==> config.mk <==
export PLATFORM = sky130hd
export DESIGN_NAME = cp0_exception_unit
export DESIGN_NICKNAME = d
export VERILOG_FILES = /design/src/rtl/cp0_exception_unit.sv
export SDC_FILE = /design/constraint.sdc
export NUM_CORES = 1
export LEC_CHECK = 0
export CORE_MARGIN = 2
export CORE_UTILIZATION = 26
export CTS_CLUSTER_SIZE = 30
export DETAILED_ROUTE_END_ITERATION = 8
export PLACE_DENSITY = 0.56
export SLEW_MARGIN = 20
export SYNTH_ARGS = -nofsm -noshare
export SYNTH_HDL_FRONTEND = slang
export SYNTH_SLANG_ARGS = --single-unit
==> constraint.sdc <==
create_clock -name clk -period 4.1 [get_ports clk]
set_clock_uncertainty 0.05 [all_clocks]
set_input_delay 0.41 -clock clk [delete_from_list [all_inputs] [get_ports clk]]
set_output_delay 0.41 -clock clk [all_outputs]
set_load 0.05 [all_outputs]
==> src/rtl/cp0_exception_unit.sv <==
// Coprocessor-0 style exception unit: COUNT/COMPARE timer, STATUS/CAUSE/EPC
// registers and a three-state take/handler/return sequencer.
module cp0_exception_unit #(
   parameter int          NUM_INT  = 6,
   parameter int          NUM_TRAP = 2,
   parameter logic [31:0] VEC0     = 32'h0000_0180,
   parameter logic [31:0] VEC1     = 32'h0000_0200
) (
   input  logic                clk,
   input  logic                rst,
   input  logic                we,
   input  logic [4:0]          addr,
   input  logic [31:0]         wd,
   output logic [31:0]         rd,
   input  logic [NUM_INT-1:0]  int_in,
   input  logic [NUM_TRAP-1:0] trap_in,
   input  logic [31:0]         pc_ret,
   input  logic                eret,
   output logic                exc_take,
   output logic [31:0]         exc_vector,
   output logic                exl,
   output logic [31:0]         epc
);

   localparam logic [4:0] A_COUNT   = 5'd9;
   localparam logic [4:0] A_COMPARE = 5'd11;
   localparam logic [4:0] A_STATUS  = 5'd12;
   localparam logic [4:0] A_CAUSE   = 5'd13;
   localparam logic [4:0] A_EPC     = 5'd14;
   localparam int         INT_LSB   = 8 + NUM_TRAP;
   localparam logic [4:0] EXC_TRAP  = 5'b01101;

   typedef enum logic [1:0] {S_IDLE, S_TAKE, S_HANDLER} state_t;

   state_t              state_q, state_d;
   logic [31:0]         count_q, compare_q, epc_q;
   logic                ie_q, iv_q, timer_pend_q;
   logic [NUM_TRAP-1:0] trap_en_q, trap_pend_q;
   logic [NUM_INT-1:0]  int_mask_q, int_pend_q, int_pend_vis;
   logic [4:0]          exc_code_q;
   logic [31:0]         status_rd, cause_rd;
   logic                wr_count, wr_compare, wr_status, wr_cause, wr_epc;
   logic                any_pend, take;

   assign wr_count   = we && (addr == A_COUNT);
   assign wr_compare = we && (addr == A_COMPARE);
   assign wr_status  = we && (addr == A_STATUS);
   assign wr_cause   = we && (addr == A_CAUSE);
   assign wr_epc     = we && (addr == A_EPC);

   // The timer request shares the highest interrupt line without being masked.
   always_comb begin
      int_pend_vis              = int_pend_q;
      int_pend_vis[NUM_INT-1]   = int_pend_q[NUM_INT-1] | timer_pend_q;
   end

   assign any_pend = (|trap_pend_q) || (|int_pend_vis);
   assign take     = (state_q == S_IDLE) && ie_q && any_pend;

   always_comb begin
      // NOTE: every combinational output gets a default first, so no path can infer a latch.
      state_d = state_q;
      case (state_q)
         S_IDLE:    if (take) state_d = S_TAKE;
         S_TAKE:    state_d = S_HANDLER;
         S_HANDLER: if (eret) state_d = S_IDLE;
         default:   state_d = S_IDLE;
      endcase
   end

   always_ff @(posedge clk) begin
      // NOTE: sequential state is only ever assigned with non-blocking <=.
      if (!rst) state_q <= S_IDLE;
      else      state_q <= state_d;
   end

   always_ff @(posedge clk) begin
      if (!rst) begin
         count_q      <= '0;
         compare_q    <= '0;
         epc_q        <= '0;
         ie_q         <= 1'b0;
         iv_q         <= 1'b0;
         timer_pend_q <= 1'b0;
         trap_en_q    <= '0;
         trap_pend_q  <= '0;
         int_mask_q   <= '0;
         int_pend_q   <= '0;
         exc_code_q   <= '0;
      end else begin
         count_q <= wr_count ? wd : count_q + 32'd1;
         if (wr_compare) compare_q <= wd;
         if (wr_compare)                  timer_pend_q <= 1'b0;
         else if (count_q == compare_q)   timer_pend_q <= 1'b1;
         if (wr_status) begin
            ie_q       <= wd[0];
            trap_en_q  <= wd[8 +: NUM_TRAP];
            int_mask_q <= wd[INT_LSB +: NUM_INT];
         end
         if (wr_cause) iv_q <= wd[23];
         // Software may only clear trap bits; a hardware set in the same cycle wins.
         trap_pend_q <= (wr_cause ? (trap_pend_q & wd[8 +: NUM_TRAP]) : trap_pend_q)
                        | (trap_in & trap_en_q);
         int_pend_q  <= int_in & int_mask_q;
         if (take) begin
            epc_q      <= pc_ret;
            exc_code_q <= (|trap_pend_q) ? EXC_TRAP : 5'b00000;
         end else if (wr_epc) begin
            epc_q <= wd;
         end
      end
   end

   assign exl        = (state_q != S_IDLE);
   assign exc_take   = (state_q == S_TAKE);
   assign epc        = epc_q;
   assign exc_vector = iv_q ? VEC1 : VEC0;

   always_comb begin
      status_rd                       = '0;
      status_rd[0]                    = ie_q;
      status_rd[1]                    = exl;
      status_rd[8 +: NUM_TRAP]        = trap_en_q;
      status_rd[INT_LSB +: NUM_INT]   = int_mask_q;
   end

   always_comb begin
      cause_rd                        = '0;
      cause_rd[23]                    = iv_q;
      cause_rd[8 +: NUM_TRAP]         = trap_pend_q;
      cause_rd[INT_LSB +: NUM_INT]    = int_pend_vis;
      cause_rd[6:2]                   = exc_code_q;
   end

   always_comb begin
      case (addr)
         A_COUNT:   rd = count_q;
         A_COMPARE: rd = compare_q;
         A_STATUS:  rd = status_rd;
         A_CAUSE:   rd = cause_rd;
         A_EPC:     rd = epc_q;
         default:   rd = '0;
      endcase
   end

endmodule
==> results of run 1 <==
-- routing by layer --
metal  GRT usage (%)  routed length, um  vias to the layer above
met1            23.7              10000                     2896
met4            6.38                413                        2
met5               0                 12                        -
met2            27.7              10000                      230
met3            4.07               1600                       30
li1                -                  -                     2979
-- worst min path at each step --
stage                        from             end  cells after the start
floorplan           int_mask_q[5]   int_mask_q[5]                      2
global placement     trap_en_q[0]  trap_pend_q[0]                      2
detailed placement   trap_en_q[1]  trap_pend_q[1]                      2
CTS                 int_mask_q[1]   int_mask_q[1]                      2
global route        int_mask_q[2]   int_mask_q[2]                      2
finish              int_mask_q[1]   int_mask_q[1]                      2
-- tightest hold or removal path, stage by stage (launching register included) --
cell     delay (ns)
dfxtp_1        0.32
nand2_1        0.06
a21oi_1        0.05
-- logic make-up after synthesis --
logic type | synth area share, %
flops | 38.9
compound gates | 21.3
buf+inv | 9.37
xor+xnor | 8.79
simple gates | 21.4
other cells | 0.0617
fa+ha+maj | 0.206
-- flip-flops by register name, indices dropped and copies added (netlist names), 2 cells and up --
register / flops
compare_q: 32
count_q: 32
epc: 32
int_mask_q: 6
int_pend_q: 6
state_q: 2
trap_en_q: 2
trap_pend_q: 2
-- power by group --
| part | switching, mW | internal, mW |
|---|---|---|
| clock | 0.534 | 0.976 |
| sequential | 0.0244 | 1.16 |
| combinational | 0.180 | 0.113 |
-- cell type report --
class | count | area [um2]
Fill cell | 2373 | 14400
Multi-Input combinational cell | 583 | 3280
Sequential cell | 118 | 2360
Timing Repair Buffer | 170 | 1630
Clock buffer | 21 | 460
Tap cell | 313 | 392
Clock inverter | 9 | 128
Inverter | 23 | 86.3
-- through the flow --
step                instances  hold slack [ns]  utilization [%]  setup WS, ns  total power [mW]
finish                   1237            0.428             36.6         0.685              2.99
global route             1237            0.443             36.6         0.595              3.09
CTS                      1237            0.427             36.6         0.701              3.02
detailed placement       1207            0.419             34.0         0.711              1.50
global placement         1207            0.414             34.0         0.734              1.50
floorplan                 818            0.395                -          1.78              1.38
-- placed cells by master, fill, tap and decap left out, types with 2 or more instances in the layout --
master,netlist,layout
nor4_1,6,5
a222oi_1,26,26
and3_1,14,14
dfxtp_1,118,118
nor3_1,7,6
bufinv_16,0,3
and2_1,2,2
xnor2_1,39,39
a31oi_1,34,34
a22oi_1,14,14
inv_1,22,22
a21oi_1,65,65
a211oi_1,11,11
o21ai_0,52,52
nor2_1,23,22
nand3_1,31,30
nand2_2,0,2
clkdlybuf4s50_1,0,141
clkbuf_1,49,2
clkinvlp_4,0,3
clkinv_2,0,3
clkbuf_16,0,17
clkbuf_8,0,2
nand4_2,2,2
nand2_1,169,167
and4_1,4,4
nand4_1,19,19
buf_4,31,28
xor2_1,22,22
conb_1,1,29
==> flow_summary.ini, run 1 <==
[run_status]
run_status = complete, no violations

[clocking]
cts_made_buffers = 17
cts.path.max_buffers = 2
clkSlewWorstSetupHoldPaths_ns = 0.05
cts-resized-gates = 0
h-tree-depth = 4
tritoncts = yes
insertion_delay_ns = 0.42
clkSinkCount = 118
postCtsHoldBufs = 0
post_cts_buffers = 0
cts-root-buf = clkbuf_16

[final_layout]
insertedDiodeCount = 0
final_area_mm2 = 0.00834
final_layout_size_suffix_gt1_share_pct = 7.47
layout.nets = 995
syn2layout_area_growth_pct = 37.2

[placement]
place.gp.congestion = 0.801
place_area_mm2 = 0.00775
dp_hpwl_um = 15800
place.port_buffers = 149

[timing]
setup_viol = 0
post-route-period-util_pct = 83.3
final_max_slew_viol_count = 0
final-hold-violation-count = 0
fin_crit_ns = 3.42
setup-tns-final_ns = 0
rsz0062_at_grt = false
fmax_mhz = 293
worstMarginPinSlew_ns = 0.726
slew_headroom_pct = 51.6

[synthesis]
netlist_instances = 790
synth.most_common_cell = nand2_1
async_flop_share_pct = 0
ys_warn_count = 0
synth_edf_count = 0
synth.area.top_cells = dfxtp_1 39%, nand2_1 10%, xnor2_1 5.6%
syn_area_mm2 = 0.00608
yosys.area.top_type = dfxtp_1
ys_seq_area_share_pct = 38.9
synth.top_cell.area_share_pct = 38.9
synthFlopType = dfxtp_1
ys_ff_latch = 118
synth_top_cells_by_count = 169 x nand2_1, 118 x dfxtp_1, 65 x a21oi_1
avgSynthCellArea_um2 = 7.69
synth_cell_type_count = 39

[worst_setup_path]
crit_slowest_cell = clkdlybuf4s50_1
critPathTopFamily = buffers and inverters
path_class = input pin to primary output
end_kind = primary output
cp.arrival_ns = 2.96
critPathLaunch = addr[0]
critPathMaxStageDelay_ns = 0.81
cp.depth = 7
cpMostUsedCell = clkdlybuf4s50_1
r2r_slack_ns = 1.81
worst_setup_path_start_kind = input pin
endpoint = rd[1]
cp_max_fo = 18
reg2reg_from = count_q[0]
path_cells = clkdlybuf4s50_1, nand3b_1, nor2_2, buf_4, a22o_1, a221o_1, clkdlybuf4s50_1
crit_required_ns = 3.64
r2r_cells = 6
timing.rr.end = count_q[26]
cp.buffers_inverters = 3

[routing]
drt_wl_total_um = 22100
drtAntennaViolNets = 0
wire_per_inst_um = 17.9
first_iter_violations = 604
first_pass_iters = 7
vias = 6137
drc = 0
via_per_inst = 4.96

[grt]
antenna_found_initial = 1
gr-usage-all-layers_pct = 17.7
grt_start_max_net_pins = 62
grt_pass1_vias = 5758
gr-total-overflow = 0
grt_pass1_wl_um = 33200

[floorplanning]
dieArea_mm2 = 0.0246
design.core.area_mm2 = 0.0228
fp-row-count = 55
die_w_um = 157
start_util_pct = 26.7
ios = 179
die_y_um = 157

[power]
p_leak_nw = 2.96
vdd_drop_max_uv = 166
p_per_area_mw_per_mm2 = 359

[job]
max_cap_violations = 0

[worst_hold_path]
worstHoldPathType = flip-flop to flip-flop
Note: power is estimated with default switching activity, not from simulation.
==> run 2: changes to the inputs <==
- PLACE_DENSITY: 0.56 -> 0.58
- clock period: 4.1 -> 3 ns (I/O delays scaled with it)
==> flow_summary.ini, run 2 (synthesized netlist as in run 1, its figures left out) <==
[worst_setup_path]
crit_slowest_cell = clkdlybuf4s50_1
reg2reg_from = count_q[0]
path_class = input pin to primary output
critPathMaxStageDelay_ns = 0.56
path_cells = clkdlybuf4s50_1, nand2b_1, nor2_2, buf_12, a222oi_1, o211ai_1, buf_12
cp.buffers_inverters = 3
cp_max_fo = 33
cp.arrival_ns = 2.23
crit_required_ns = 2.65
cpMostUsedCell = buf_12
r2r_cells = 6
critPathTopFamily = buffers and inverters
end_kind = primary output
worst_setup_path_start_kind = input pin
r2r_slack_ns = 0.73
timing.rr.end = count_q[30]

[final_layout]
layout_common_cells = 168 x nand2_1, 118 x dfxtp_1, 116 x clkdlybuf4s50_1
final_layout_size_suffix_gt1_share_pct = 10.4
syn2layout_area_growth_pct = 43.5
n_fill_cell = 2326
final_area_mm2 = 0.00872
utilization_pct = 38.3
insertedDiodeCount = 0
layout_commonest_cell = nand2_1
layout.nets = 996

[placement]
place_area_mm2 = 0.00813
dp_hpwl_um = 15800
place.port_buffers = 149
place.gp.congestion = 0.858

[grt]
use_met1_pct = 24.4
antenna_found_initial = 0
grt_use_met2_pct = 27.3
met3_usage_pct = 4.24
grt_start_max_net_pins = 37
grt_pass1_vias = 5827
gr-total-overflow = 0
grt-busiest-layer = met2
grt_pass1_wl_um = 33500
gr-usage-all-layers_pct = 17.8

[timing]
slew_headroom_pct = 54.4
setup_viol = 0
fin_crit_ns = 2.58
post-route-period-util_pct = 86.1
fmax_mhz = 387
setup-tns-final_ns = 0
final_max_slew_viol_count = 0
final-hold-violation-count = 0
worstMarginPinSlew_ns = 0.678
rsz0062_at_grt = false

[worst_hold_path]
hold_depth = 3
min_from = rst
worstHoldPathType = input pin to flip-flop
hold_end = epc[24]

[clocking]
postCtsHoldBufs = 0
clkSinkCount = 118
cts-root-buf = clkbuf_16
tritoncts = yes
insertion_delay_ns = 0.43
clkSlewWorstSetupHoldPaths_ns = 0.06
cts-resized-gates = 0
post_cts_buffers = 0
cts_made_buffers = 17
h-tree-depth = 4
cts.path.max_buffers = 2

[routing]
vias = 6197
drtAntennaViolNets = 0
drc = 0
first_pass_iters = 9
drt_wl_total_um = 22000
via_per_inst = 5.00
first_iter_violations = 676
wire_per_inst_um = 17.7

[floorplanning]
dieArea_mm2 = 0.0246
die_y_um = 157
fp-row-count = 55
design.core.area_mm2 = 0.0228
die_w_um = 157
start_util_pct = 26.7
ios = 179

[power]
p_per_area_mw_per_mm2 = 470
vdd_drop_max_uv = 215
p_leak_nw = 3.12

[run_status]
run_status = complete, no violations

[job]
max_cap_violations = 0
-- run 2: tightest hold or removal path, delay by kind of cell --
kind | cells | cell delay, ns
buffers and inverters | 1 | 0.25
AOI/OAI and AO/OA | 2 | 0.18
-- run 2: worst max path at each step --
stage	from	end	slack [ns]	depth (start not counted)
2_1_floorplan	addr[4]	rd[15]	0.90	5
3_3_place_gp	addr[4]	rd[13]	0.52	7
3_5_place_dp	addr[4]	rd[15]	0.45	7
4_1_cts	addr[4]	rd[15]	0.44	7
5_1_grt	addr[4]	rd[15]	0.32	7
6_report	addr[4]	rd[15]	0.42	7
-- run 2: final cells by class --
class	instances	area [um2]	area share, %
clock inverters	13	156	1.79
well taps	313	392	4.49
repair buffers	171	2010	23.0
inverters	23	86.3	0.990
flip-flops and latches	118	2360	27.1
clock buffers	19	433	4.97
multi-input cells	583	3280	37.6
-- run 2: power breakdown --
group	switching (mW)	internal (mW)	leakage [nW]
clock	0.767	1.30	0.287
sequential	0.0328	1.59	0.952
combinational	0.246	0.159	1.88
-- run 2: stage by stage --
step                      instances  hold slack [ns]  power [mW]  setup slack [ns]
after floorplan                 818            0.386        1.89             0.903
after global placement         1208            0.409        2.06             0.517
after detailed placement       1208            0.417        2.06             0.453
after CTS                      1240            0.294        4.13             0.440
after global routing           1240            0.327        4.23             0.321
final                          1240            0.312        4.10             0.416
-- run 2: routing by layer --
layer  share of wire (%)  vias to the layer above
met4                 2.0                        0
met1                  44                     2901
met3                 8.8                       31
li1                    -                     2973
met5                   0                        -
met2                  45                      292
